### src/rtl/serial_wide_comparator_if.sv
// Handshake and operand/result bundle for the nibble-serial magnitude comparator.
interface serial_wide_comparator_if #(
  parameter int unsigned WIDTH = 16
);
  logic             start;
  logic [WIDTH-1:0] a;
  logic [WIDTH-1:0] b;
  logic             cas_lt;
  logic             cas_gt;
  logic             cas_eq;
  logic             busy;
  logic             done;
  logic             lt;
  logic             gt;
  logic             eq;

  modport master (
    output start, a, b, cas_lt, cas_gt, cas_eq,
    input  busy, done, lt, gt, eq
  );

  modport slave (
    input  start, a, b, cas_lt, cas_gt, cas_eq,
    output busy, done, lt, gt, eq
  );
endinterface

### src/rtl/serial_wide_comparator.sv
// Unsigned WIDTH-bit compare, one 4-bit cascade step per cycle, LSB nibble first.
// Result encoding on lt/gt/eq matches a 4-bit cascaded comparator stage.
module serial_wide_comparator #(
  parameter int unsigned WIDTH = 16
) (
  input logic                    clk,
  input logic                    rst_n,
  serial_wide_comparator_if.slave bus
);
  localparam int unsigned NIBBLES = WIDTH / 4;
  localparam int unsigned IdxW    = (NIBBLES > 1) ? $clog2(NIBBLES) : 1;

  typedef enum logic [0:0] {StIdle, StRun} state_e;

  state_e           r_state;
  state_e           w_state_next;
  logic [IdxW-1:0]  r_idx;
  logic [WIDTH-1:0] r_a;
  logic [WIDTH-1:0] r_b;
  // Result vectors are {lt, gt, eq}.
  logic [2:0]       r_res;
  logic [2:0]       r_out;
  logic             r_done;

  logic             w_accept;
  logic             w_last;
  logic [3:0]       w_a_nib;
  logic [3:0]       w_b_nib;
  logic [2:0]       w_seed;
  logic [2:0]       w_step;

  always_comb begin
    w_accept = (r_state == StIdle) && bus.start;
    w_last   = (r_idx == IdxW'(NIBBLES - 1));
    w_a_nib  = r_a[3:0];
    w_b_nib  = r_b[3:0];

    // Seed normalised to one-hot, priority eq > gt > lt, all-zero treated as eq.
    if (bus.cas_eq)      w_seed = 3'b001;
    else if (bus.cas_gt) w_seed = 3'b010;
    else if (bus.cas_lt) w_seed = 3'b100;
    else                 w_seed = 3'b001;

    if (w_a_nib > w_b_nib)      w_step = 3'b010;
    else if (w_a_nib < w_b_nib) w_step = 3'b100;
    else                        w_step = r_res;
  end

  always_ff @(posedge clk or negedge rst_n) begin
    if (!rst_n) r_state <= StIdle;
    else        r_state <= w_state_next;
  end

  always_comb begin
    w_state_next = r_state;
    unique case (r_state)
      StIdle:  if (bus.start) w_state_next = StRun;
      StRun:   if (w_last)    w_state_next = StIdle;
      default: w_state_next = StIdle;
    endcase
  end

  always_comb begin
    bus.busy = (r_state == StRun);
    bus.done = r_done;
    bus.lt   = r_out[2];
    bus.gt   = r_out[1];
    bus.eq   = r_out[0];
  end

  // Operands shift right so the active nibble is always in [3:0].
  always_ff @(posedge clk or negedge rst_n) begin
    if (!rst_n) begin
      r_idx  <= '0;
      r_a    <= '0;
      r_b    <= '0;
      r_res  <= 3'b000;
      r_out  <= 3'b000;
      r_done <= 1'b0;
    end else begin
      r_done <= 1'b0;
      if (w_accept) begin
        r_a   <= bus.a;
        r_b   <= bus.b;
        r_idx <= '0;
        r_res <= w_seed;
      end else if (r_state == StRun) begin
        r_a   <= r_a >> 4;
        r_b   <= r_b >> 4;
        r_res <= w_step;
        r_idx <= r_idx + IdxW'(1);
        if (w_last) begin
          r_out  <= w_step;
          r_done <= 1'b1;
        end
      end
    end
  end
endmodule

### src/flat_wrapper.sv
// flat-port wrapper written by rule: the top's interface ports become plain ports
module serial_wide_comparator_flat 
#(
  parameter int unsigned WIDTH = 16
)
  (clk, rst_n, bus_start, bus_a, bus_b, bus_cas_lt, bus_cas_gt, bus_cas_eq, bus_busy, bus_done, bus_lt, bus_gt, bus_eq);
  serial_wide_comparator_if #(.WIDTH(WIDTH)) bus_i ();
  input logic clk;
  input logic rst_n;
  input wire logic [$bits(bus_i.start)-1:0] bus_start;
  input wire logic [$bits(bus_i.a)-1:0] bus_a;
  input wire logic [$bits(bus_i.b)-1:0] bus_b;
  input wire logic [$bits(bus_i.cas_lt)-1:0] bus_cas_lt;
  input wire logic [$bits(bus_i.cas_gt)-1:0] bus_cas_gt;
  input wire logic [$bits(bus_i.cas_eq)-1:0] bus_cas_eq;
  output wire logic [$bits(bus_i.busy)-1:0] bus_busy;
  output wire logic [$bits(bus_i.done)-1:0] bus_done;
  output wire logic [$bits(bus_i.lt)-1:0] bus_lt;
  output wire logic [$bits(bus_i.gt)-1:0] bus_gt;
  output wire logic [$bits(bus_i.eq)-1:0] bus_eq;
  assign bus_i.start = bus_start;
  assign bus_i.a = bus_a;
  assign bus_i.b = bus_b;
  assign bus_i.cas_lt = bus_cas_lt;
  assign bus_i.cas_gt = bus_cas_gt;
  assign bus_i.cas_eq = bus_cas_eq;
  assign bus_busy = bus_i.busy;
  assign bus_done = bus_i.done;
  assign bus_lt = bus_i.lt;
  assign bus_gt = bus_i.gt;
  assign bus_eq = bus_i.eq;
  serial_wide_comparator #(.WIDTH(WIDTH)) u_core (.clk(clk), .rst_n(rst_n), .bus(bus_i));
endmodule
### config.mk
export PLATFORM = sky130hd
export DESIGN_NAME = serial_wide_comparator_flat
export DESIGN_NICKNAME = d
export VERILOG_FILES = /design/src/rtl/serial_wide_comparator_if.sv /design/src/rtl/serial_wide_comparator.sv /design/src/flat_wrapper.sv
export SDC_FILE = /design/constraint.sdc
export NUM_CORES = 1
export LEC_CHECK = 0
export ABC_AREA = 1
export CAP_MARGIN = 20
export CORE_MARGIN = 1
export CORE_UTILIZATION = 30
export CTS_CLUSTER_DIAMETER = 200
export CTS_CLUSTER_SIZE = 28
export DETAILED_ROUTE_END_ITERATION = 10
export GPL_ROUTABILITY_DRIVEN = 0
export SLEW_MARGIN = 10
export SYNTH_ARGS = -nofsm -noshare
export SYNTH_HDL_FRONTEND = slang
export SYNTH_SLANG_ARGS = --single-unit
### constraint.sdc
create_clock -name clk -period 1.25 [get_ports clk]
set_input_delay 0.25 -clock clk [delete_from_list [all_inputs] [get_ports clk]]
set_output_delay 0.25 -clock clk [all_outputs]
set_load 0.005 [all_outputs]
== Word level (Yosys, flattened, before mapping) ==
Index checks and enable logic that the tools add are counted.

* Flip-flop bits (word level): 42
* Memories: 0
* RAM bits: 0
* Output and inout bits: 5
* Bits in latches: 0
* Memory bits (read-only): 0
* Logic and storage cells: 35

* Eq/ne operators: 1
* Divide/modulo/power cells: 0
* Bitwise operators: 2
* Reduce and logical (&&, ||, !) cells: 3
* Magnitude comparators: 2
* $mul: 0
* Multiplexer cells: 19
* $add $sub $neg: 1
* Shifts and indexed selects: 0

{| class="wikitable"
|+ Operator list
! operator !! number
|-
| $mux 16 || 4
|-
| $mux 3 || 7
|-
| $mux 1 || 5
|-
| $gt 4x4->1 || 1
|-
| $lt 4x4->1 || 1
|-
| $mux 2 || 2
|-
| $reduce_and 3->1 || 1
|-
| $add 2x1->2 const B || 1
|-
| $eq 2x2->1 const B || 1
|-
| $not 1->1 || 2
|-
| $pmux 1 s2 || 1
|-
| $reduce_bool 2->1 || 1
|-
| $logic_and 1x1->1 || 1
|}

== Depth between registers and ports, before layout ==
* Word-level depth: 5
* Gate-level depth with buffers: 11

== Worst setup path after synthesis ==
No wires, ideal clock.

* Path type: reg2reg
* Start point: reg u_core.r_a[3]
* End point: reg u_core.r_out[1]
* Data required time: 1.126 ns
* Setup slack: 0.045 ns
* Buffers on the path: 0
* Data arrival time: 1.081 ns
* Setup time: 0.124 ns
* Period minus slack after synthesis: 1.205 ns
* Stages on the path, launching flop included: 7
* Path through: dfrtp_1 ha_1 nand2_1 inv_1 nand3_1 o21ai_0 o21bai_1

* Longest elaborated chain between the ends: 3
* Elaborated cells between the ends (all ways): 4
* Classes of those cells: 2 x order compare; 2 x mux

{| class="wikitable"
|+ RTL lines
! what !! line !! RTL
|-
| from (decl) || serial_wide_comparator.sv:18 || <nowiki>logic [WIDTH-1:0] r_a;</nowiki>
|-
| from (signal assigned) || serial_wide_comparator.sv:83 || <nowiki>r_a <= bus.a;</nowiki>
|-
| from (signal assigned) || serial_wide_comparator.sv:88 || <nowiki>r_a <= r_a >> 4;</nowiki>
|-
| $lt 4x4->1 || serial_wide_comparator.sv:45 || <nowiki>else if (w_a_nib < w_b_nib) w_step = 3'b100;</nowiki>
|-
| $mux 3 || serial_wide_comparator.sv:45 ||
|-
| $mux 3 (*) || serial_wide_comparator.sv:44 || <nowiki>if (w_a_nib > w_b_nib) w_step = 3'b010;</nowiki>
|-
| to (signal assigned) || serial_wide_comparator.sv:93 || <nowiki>r_out <= w_step;</nowiki>
|-
| to (decl) || serial_wide_comparator.sv:22 || <nowiki>logic [2:0] r_out;</nowiki>
|}

Every way passes the cells marked *; elsewhere a longest branch is shown, timed or not.
A chain may end at the register's enable or synchronous reset.

== Worst setup path in the final report ==
* Start point: reg u_core.r_a[3]
* End point: reg u_core.r_res[1]

* Longest elaborated chain between the ends: 5
* Elaborated cells between the ends (all ways): 6
* Classes of those cells: 2 x order compare; 4 x mux

{| class="wikitable"
|+ RTL lines
! what !! line !! RTL
|-
| $lt 4x4->1 || serial_wide_comparator.sv:45 ||
|-
| $mux 3 || serial_wide_comparator.sv:45 ||
|-
| $mux 3 (*) || serial_wide_comparator.sv:44 ||
|-
| $mux 3 (*) || serial_wide_comparator.sv:87 || <nowiki>end else if (r_state == StRun) begin</nowiki>
|-
| $mux 3 (*) || serial_wide_comparator.sv:82 || <nowiki>if (w_accept) begin</nowiki>
|-
| to (signal assigned) || serial_wide_comparator.sv:86 || <nowiki>r_res <= w_seed;</nowiki>
|-
| to (signal assigned) || serial_wide_comparator.sv:90 || <nowiki>r_res <= w_step;</nowiki>
|-
| to (decl) || serial_wide_comparator.sv:21 || <nowiki>logic [2:0] r_res;</nowiki>
|}

Every way passes the cells marked *; elsewhere a longest branch is shown, timed or not. The select of a mux whose other input is x is not followed.

==> impl_results.md <==
- Non-Filler Instances: 345
- Post-synth EDFFs: 0
- Antenna-violating nets left: 0
- Final worst setup slack: -0.0225 ns
- Layout cells sized above 1: 0.189
- 1st-iter DRT viols: 144
- Die Width: 82.1 µm
- Placed insts: 329
- Worst-path cell chain: ha_4 > nand2_4 > inv_2 > nand3_2 > o21ai_2 > o21bai_1
- TritonCTS Sinks: 42
- Commonest non-fill, non-tap cell in the layout: nand2_1
- Port Buffers: 42
- Worst path slowest cell: dfrtp_1
- Required time of the critical path: 1.42 ns
- Unrepaired setup endpoints after global routing: yes
- Die Area: 6730 µm²
- DIE HEIGHT: 82.1 µm
- Yosys cell types: 22
- Post-route DRC: 0
- Root Driver: clkbuf_8
- Wire length per cell: 12.1 µm
- GRT Util Overall: 0.138
- Initial Utilization: 0.317
- Register bit count reported by yosys: 42
- Synthesized Nets: 251
- Final Cycle Share: 1.02
- TNS Setup: -0.0390 ns
- Nets@finish: 312
- DP Area: 2480 µm²
- Clock transition at path regs: 0.08 ns
- Worst Tran Pin Value: 0.246 ns
- Area added between synthesis and finish: 43.9%
- Commonest non-fill, non-tap cells in the layout: nand2_1 (62), dfrtp_1 (42), clkdlybuf4s50_1 (36)
- Setup Viol. Count Final: 3
- R2R depth: 6
- Post-layout min period: 1.27 ns
- Max-slew violation count: 0
- HP Class: input pin to asynchronous set/reset pin
- Vias in the first global route: 1,531
- Core box area: 6060 µm²
- Global routing usage on met3: 0.0400
- Hold Slack: 0.465 ns
- Violated checks: setup timing
- WS Path Type: register to register
- Worst setup SP type: register
- Synth warn: 0
- Synth Area per Inst: 9.25 µm²
- Global-route wire length before repair: 7.07 mm
- Sequential share of the synthesized area: 0.547
- Critical path's largest stage delay: 0.41 ns
- Site Rows: 28
- Clock latency on the worst-skew pair: 0.29 ns
- CTS Buf Count: 5
- Peak supply drop: 0.683 mV
- Status: complete, but fails checks
- Synth Flop Type: dfrtp_1
- Fraction of registers with async set/reset: 1.00
- Post-route design area: 2770 µm²
- Power per cell area: 2020 nW/µm²
- Critical path arrival: 1.44 ns
- Reg2Reg Setup Slack: -0.02 ns
- CP top delay family: flip-flops
- Top Usage Layer GRT: met2
- CTS tree: done
- WL final: 4.19 mm
- Detailed-route via count: 1,587
- Critical R2R Launch: u_core.r_a[3]
- Max Fclk: 0.786 GHz
- Final setup skew: 0.00617 ns
- CP endpoint kind: register
- Gate Count Post-Synth: 208
- HPWL after DPL: 2.88 mm
- Initial antenna violation count: 0
- Largest net degree at the start of global routing: 43
- Mapped Area: 1920 µm²
- Congestion Overflow GR: 0
- Max-cap viol count: 0
- Relative slew slack: 0.836
- Clk buf depth: 2
- P_leak: 1.28 nW
- CTS H-Tree Depth: 2
- Num ports: 43
- Ant diodes: 0
- Met2 Usage GRT: 0.221
- Worst r2r dst: u_core.r_res[1]
- Worst-path maximum fanout: 2
- Hold Violations, Final: 0
- Met1 GRT Util: 0.182
- Buf+Inv Stages, Crit Path: 1
- Drt via density: 4.60
- DR pass1 iterations: 4
-- repair_timing --
item | CTS | global route
hold buffers | 1 | 0
gates resized for setup | 27 | 0
buffers inserted | 5 | 2
setup endpoints to repair | 11 | 6
endpoints found under the hold margin | 42 | 0
pin swaps | 4 | 1
-- cells by family after synthesis --
logic type | count (synthesis) | share of synthesized area
AO/OA/AOI/OAI | 37 | 0.140
adder cells (fa/ha/maj) | 5 | 0.0325
AND/OR/NAND/NOR | 80 | 0.172
buffers and inverters | 44 | 0.109
flip-flops | 42 | 0.547
-- registers in the layout, indices dropped and copies added (netlist names) --
register	flops
u_core.r_a	16
u_core.r_res	3
u_core.r_idx	2
u_core.bus.done	1
u_core.r_b	16
u_core.r_out	3
u_core.bus.busy	1
-- worst max path at each step --
stage / endpoint / start / slack (ns) / cells after the start
4_1_cts: u_core.r_res[1] / u_core.r_a[3] / -0.05 / 6
3_3_place_gp: u_core.r_a[11] / bus_start / -0.16 / 7
3_5_place_dp: u_core.r_b[8] / bus_start / -0.17 / 7
5_1_grt: u_core.r_res[0] / u_core.r_a[3] / -0.08 / 7
6_report: u_core.r_res[1] / u_core.r_a[3] / -0.02 / 6
2_1_floorplan: u_core.r_out[1] / u_core.r_a[3] / 0.04 / 6
-- worst min-delay path, stage by stage --
cell and delay (ns):
dlygate4sd3_1 0.52, buf_2 0.12, buf_12 0.23
-- cells in the mapped netlist, types with 2 or more instances --
library cell / count / area (µm²)
nand2_1: 66 / 248
dfrtp_1: 42 / 1050
inv_1: 32 / 120
o221ai_1: 15 / 131
o21ai_0: 9 / 45.0
ha_1: 5 / 62.6
nand3_1: 5 / 25.0
nor2_1: 5 / 18.8
o211ai_1: 5 / 37.5
buf_2: 4 / 20.0
buf_6: 4 / 45.0
a21oi_1: 2 / 10.0
a22o_1: 2 / 17.5
inv_4: 2 / 12.5
nand2_4: 2 / 22.5
o21bai_1: 2 / 15.0
-- layout make-up --
type,count,area [µm²]
Clock buffer,6,82.6
Clock inverter,2,60.1
Fill cell,607,3290
Inverter,35,136
Multi-Input combinational cell,122,749
Sequential cell,42,1050
Tap cell,75,93.8
Timing Repair Buffer,63,594
-- routing by layer --
layer	vias to the layer above	routed length, µm
li1	793	-
met3	2	245
met4	0	18
met1	748	1980
met5	-	0
met2	44	1940
-- report_power, final --
group / switching (mW) / internal, mW
clock: 0.458 / 0.852
sequential: 0.185 / 1.81
combinational: 1.20 / 1.08
-- through the flow --
stage,power (mW),setup WS [ns],utilization
after floorplan,3.19,0.0448,-
after global placement,3.82,-0.156,0.410
after detailed placement,3.86,-0.169,0.410
after CTS,5.60,-0.0478,0.454
after global routing,6.01,-0.0781,0.457
final,5.58,-0.0225,0.457
Power figures use the tool's default switching activity.
